## src/rtl/repadd_mul_param.sv

```systemverilog
// repadd_mul_param
//   Multiplier by repeated addition. A and B arrive one after the other on
//   data_in; the larger magnitude is added into a 2*WIDTH accumulator as many
//   times as the smaller magnitude, and the sign is applied when the result
//   is registered.
//
//   state  | meaning
//   -------+--------------------------------------------------------------
//   IDLE   | waiting for start
//   LOAD_A | data_in holds A; captured, with signed_mode, on exit
//   LOAD_B | data_in holds B; magnitudes, sign, addend and counter formed
//   ADD    | one addition of M into P per cycle, counter C counts down
//   DONE   | product valid (done=1); start here chains a new operation
//
// Ports
//   clk          rising-edge clock
//   rst          synchronous active-high reset
//   start        request a new multiplication (honoured in IDLE/DONE only)
//   signed_mode  1 = two's-complement operands, 0 = unsigned
//   data_in      operand bus, A then B
//   product      registered 2*WIDTH result
//   done         one-cycle result-valid strobe
//   busy         operation in progress

module repadd_mul_param #(
    parameter int WIDTH = 16
) (
    input  logic                 clk,
    input  logic                 rst,
    input  logic                 start,
    input  logic                 signed_mode,
    input  logic [WIDTH-1:0]     data_in,
    output logic [2*WIDTH-1:0]   product,
    output logic                 done,
    output logic                 busy
);

    localparam logic [2:0] IDLE   = 3'd0;
    localparam logic [2:0] LOAD_A = 3'd1;
    localparam logic [2:0] LOAD_B = 3'd2;
    localparam logic [2:0] ADD    = 3'd3;
    localparam logic [2:0] DONE   = 3'd4;

    localparam logic [WIDTH-1:0] ONE = {{(WIDTH-1){1'b0}}, 1'b1};

    logic [2:0]         state_q,   state_d;
    logic [WIDTH-1:0]   a_q,       a_d;
    logic               smode_q,   smode_d;
    logic [2*WIDTH-1:0] p_q,       p_d;
    logic [WIDTH-1:0]   c_q,       c_d;
    logic [WIDTH-1:0]   m_q,       m_d;
    logic               sign_q,    sign_d;
    logic [2*WIDTH-1:0] product_q, product_d;

    logic [WIDTH-1:0]   mag_a;
    logic [WIDTH-1:0]   mag_b;
    logic [2*WIDTH-1:0] p_sum;

    // Negating the most negative value wraps back to the same bit pattern,
    // which read as unsigned is exactly 2^(WIDTH-1): no extra bit needed.
    assign mag_a = (smode_q && a_q[WIDTH-1])     ? (~a_q + ONE)     : a_q;
    assign mag_b = (smode_q && data_in[WIDTH-1]) ? (~data_in + ONE) : data_in;

    assign p_sum = p_q + {{WIDTH{1'b0}}, m_q};

    always_comb begin
        state_d   = state_q;
        a_d       = a_q;
        smode_d   = smode_q;
        p_d       = p_q;
        c_d       = c_q;
        m_d       = m_q;
        sign_d    = sign_q;
        product_d = product_q;

        case (state_q)
            IDLE, DONE: begin
                state_d = start ? LOAD_A : IDLE;
            end
            LOAD_A: begin
                a_d     = data_in;
                smode_d = signed_mode;
                state_d = LOAD_B;
            end
            LOAD_B: begin
                p_d    = '0;
                sign_d = smode_q & (a_q[WIDTH-1] ^ data_in[WIDTH-1]);
                // Count down the smaller magnitude to keep the loop short.
                if (mag_a >= mag_b) begin
                    m_d = mag_a;
                    c_d = mag_b;
                end else begin
                    m_d = mag_b;
                    c_d = mag_a;
                end
                if (mag_a == '0 || mag_b == '0) begin
                    // Zero result is written directly so no negative zero
                    // can come out of the sign step.
                    product_d = '0;
                    state_d   = DONE;
                end else begin
                    state_d = ADD;
                end
            end
            ADD: begin
                p_d = p_sum;
                c_d = c_q - ONE;
                if (c_q == ONE) begin
                    product_d = sign_q ? (~p_sum + {{(2*WIDTH-1){1'b0}}, 1'b1}) : p_sum;
                    state_d   = DONE;
                end
            end
            default: begin
                state_d = IDLE;
            end
        endcase
    end

    always_ff @(posedge clk) begin
        if (rst) begin
            state_q   <= IDLE;
            a_q       <= '0;
            smode_q   <= 1'b0;
            p_q       <= '0;
            c_q       <= '0;
            m_q       <= '0;
            sign_q    <= 1'b0;
            product_q <= '0;
        end else begin
            state_q   <= state_d;
            a_q       <= a_d;
            smode_q   <= smode_d;
            p_q       <= p_d;
            c_q       <= c_d;
            m_q       <= m_d;
            sign_q    <= sign_d;
            product_q <= product_d;
        end
    end

    assign product = product_q;
    assign done    = (state_q == DONE);
    assign busy    = (state_q == LOAD_A) || (state_q == LOAD_B) || (state_q == ADD);

endmodule
```

## config.mk

```make
export PLATFORM = sky130hd
export DESIGN_NAME = repadd_mul_param
export DESIGN_NICKNAME = d
export VERILOG_FILES = /design/src/rtl/repadd_mul_param.sv
export SDC_FILE = /design/constraint.sdc
export NUM_CORES = 1
export LEC_CHECK = 0
export ABC_AREA = 1
export ABC_CLOCK_PERIOD_IN_PS = 3800
export CAP_MARGIN = 20
export CORE_MARGIN = 3
export CORE_UTILIZATION = 45
export CTS_CLUSTER_DIAMETER = 30
export DETAILED_ROUTE_END_ITERATION = 10
export GPL_ROUTABILITY_DRIVEN = 0
export PLACE_DENSITY_LB_ADDON = 0.1
export SYNTH_ARGS = -nofsm -noshare
export SYNTH_HDL_FRONTEND = slang
export SYNTH_SLANG_ARGS = --single-unit
```

## constraint.sdc

```tcl
create_clock -name clk -period 3.8 [get_ports clk]
set_input_delay 0.95 -clock clk [delete_from_list [all_inputs] [get_ports clk]]
set_output_delay 0.95 -clock clk [all_outputs]
set_load 0.05 [all_outputs]
```

==> impl_metrics.env <==
export IMPL_status="completed"
export IMPL_p_per_area_mw_per_mm2=518
export IMPL_fmax_mhz=278
export IMPL_num_nets_final=1669
export IMPL_critPathArrivalTime_ns=3.90
export IMPL_synth_async_reset_ratio_pct=0
export IMPL_synth_nets=1573
export IMPL_cts_tree="yes"
export IMPL_syn_area_mm2=0.00904
export IMPL_drc=0
export IMPL_power_mw=5.69
export IMPL_start_util_pct=46.1
export IMPL_die_x_um=148
export IMPL_antenna_left=0
export IMPL_fp_row_count=51
export IMPL_cts_sinks=117
export IMPL_io_pins=54
export IMPL_yosys_area_share_simple_pct=38.9
export IMPL_netlist_area_leader_share_pct=25.9
export IMPL_cts_clk_slew_worst_paths_ns=0.06
export IMPL_hold_viol_final=0
export IMPL_area_growth_pct=21.7
export IMPL_core_area_mm2=0.0196
export IMPL_timing_final_ws_setup_ns=0.201
export IMPL_r2r_start="a_q[15]"
export IMPL_antenna_found_initial=0
export IMPL_synth_top_area_cell="dfxtp_1"
export IMPL_dp_cells=1852
export IMPL_crit_start="data_in[15]"
export IMPL_crit_type="in2reg"
export IMPL_synth_cells_most_frequent="nand2_1, inv_1, a21oi_1"
export IMPL_synth_compound_area_share_pct=15.9
export IMPL_grt_start_max_net_pins=89
export IMPL_muxShareOfSynthArea_pct=0
export IMPL_syn_inst=1515
export IMPL_maxSlewViolCount=0
export IMPL_diodes=0
export IMPL_grt_pass1_wl_um=46400
export IMPL_finClkSkew_ns=0.0135
export IMPL_worstSetupEndpointType="flop"
export IMPL_totalWireLength_um=28600
export IMPL_worst_path_max_fanout=18
export IMPL_first_global_vias=9168
export IMPL_grt_remaining_overflow=0
export IMPL_synth_edf_count=0
export IMPL_met3RoutedLength_um=1410
export IMPL_drive_gt1_share_pct=13.4
export IMPL_io_buffer_count=53
export IMPL_synth_top_family_by_area="simple AND/OR/NAND/NOR gates"
export IMPL_viasPerCell=5.25
export IMPL_htree_levels=4
export IMPL_vias=9915
export IMPL_route_top_layer_used="met4"
export IMPL_ys_flop_type="dfxtp_1"
export IMPL_hold_path_class="reg2reg"
export IMPL_grt_setup_unrepaired="no"
export IMPL_maxCapViolCount=0
export IMPL_hp_start="p_q[6]"
export IMPL_cts_buffers=17
export IMPL_synth_most_common_cell="nand2_1"
export IMPL_ys_ff_latch=117
export IMPL_p_leak_nw=5.23
export IMPL_slew_headroom_pct=35.0
export IMPL_crit_required_ns=4.10
export IMPL_tightest_slew_ns=0.975
export IMPL_clock_path_buffers=2
export IMPL_synth_xor_area_share_pct=2.91
export IMPL_fin_crit_ns=3.60
export IMPL_synth_area_leaders="dfxtp_1, nand2_1, a21oi_1"
export IMPL_grt_usage_pct=26.4
export IMPL_ctsRootBufferMaster="clkbuf_16"
export IMPL_drt_pass1_iter_count=5
export IMPL_dp_hpwl_um=21800
export IMPL_stdcell_count=1889
export IMPL_setup_violations=0
export IMPL_dr_first_iter_drc_count=771
export IMPL_startpoint_type="primary input"
export IMPL_synth_distinct_cells=37
export IMPL_die_h_um=148
export IMPL_clk_latency_ns=0.42
export IMPL_wire_per_inst_um=15.2
export IMPL_vdd_drop_max_mv=0.366
export IMPL_yosysSeqAreaShare_pct=25.9
export IMPL_dr_wl_met2_um=13600
export IMPL_timing_final_crit_share_pct=94.7
export IMPL_yosysWarnings=0
export IMPL_dieArea_mm2=0.0218
export IMPL_place_ws_ns=-0.450
export IMPL_synth_fa_ha_area_share_pct=5.34
export IMPL_wl_met1_um=12700
export IMPL_syn_area_per_cell_um2=5.96
-- stage by stage --
| step | hold slack, ns | TNS, ns | util [%] | area (µm²) |
|---|---|---|---|---|
| 2_1_floorplan | 0.445 | 0 | - | 9040 |
| 3_3_place_gp | 0.459 | -9.12 | 52.3 | 10200 |
| 3_5_place_dp | 0.462 | -11.84 | 52.3 | 10200 |
| 4_1_cts | 0.473 | 0 | 55.2 | 10800 |
| 5_1_grt | 0.493 | 0 | 56.1 | 11000 |
| 6_report | 0.473 | 0 | 56.1 | 11000 |
-- critical path, cell delays in order --
cell	delay, ns
clkdlybuf4s50_1	0.43
nand2_2	0.16
clkinvlp_4	0.16
buf_4	0.16
nand2_1	0.09
xor2_2	0.19
inv_1	0.09
ha_1	0.29
a21oi_1	0.13
o21ai_0	0.11
nand2_1	0.07
o211ai_1	0.10
a21boi_2	0.15
nand2_2	0.11
buf_4	0.16
clkbuf_16	0.16
o211ai_1	0.26
a31oi_1	0.12
-- registers in the layout, summed over array words and instances, names as in the netlist --
register / count
a_q: 16
c_q: 16
m_q: 16
p_q: 32
product: 32
sign_q: 1
smode_q: 1
state_q: 3
-- cells in the final DEF, fill, tap and decap left out, types with 5 or more instances in the layout --
cell             Yosys  routed
nand2_1            460     452
inv_1              190     183
a21oi_1            156     153
nand3_1            139     134
dfxtp_1            117     117
nor2_1              91      86
o21ai_0             85      73
buf_4                5      72
clkdlybuf4s50_1      0      48
ha_1                37      35
nand2_2             23      30
xor2_1              30      28
nand4_1             23      23
inv_2               14      20
clkbuf_16            0      18
nand3_2             12      17
nor2_2              13      15
o21ai_1              2      13
o211ai_1            12      12
nor3_1              11      10
a31oi_1             10      10
nand3b_1             8       8
nor2_4               4       7
nor4_1               5       5
clkinv_4             0       5
-- metal layers --
layer | GRT usage [%] | vias up
met4 | 8.81 | 0
met5 | 0 | -
li1 | - | 5103
met3 | 4.14 | 48
met1 | 34.6 | 4534
met2 | 44.3 | 230
-- final timing paths --
kind              cells past startpoint  slack [ns]  endpoint
setup reg to reg                     14        0.54   c_q[15]
hold / removal                        2        0.47    p_q[6]
setup / recovery                     18        0.20   c_q[15]
hold reg to reg                       2        0.47    p_q[6]
-- final cells by class --
type                    instances  area (µm²)
well taps                     265         332
flip-flops and latches        117        2340
inverters                     208         785
fillers                      2031        8590
repair inverters                1        5.00
multi-input cells            1138        5830
clock buffers                  19         443
clock inverters                13         125
repair buffers                128        1140
-- power by group --
group,leakage (nW),total [mW],switching (mW),internal [mW]
clock network,0.274,1.56,0.637,0.924
logic,4.01,2.65,1.73,0.921
registers,0.948,1.48,0.119,1.36
total,5.23,5.69,2.48,3.21
-- what timing repair did --
| action | in CTS | in global routing |
|---|---|---|
| resized for setup | 1 | 52 |
| hold buffers | 0 | 0 |
| setup buffers | 0 | 3 |
| pin swaps | 0 | 16 |
| gates cloned | 0 | 2 |
| endpoints found under the hold margin | 0 | 0 |
| endpoints found under the setup margin | 3 | 32 |
-- kinds of logic (layout without fill, tap and decap cells) --
logic type	after synthesis	in the layout
xor+xnor	30	30
compound gates	272	272
simple gates	798	798
flops	117	117
fa+ha+maj	38	38
buf+inv	260	369
(Power assumes the default switching activity.)
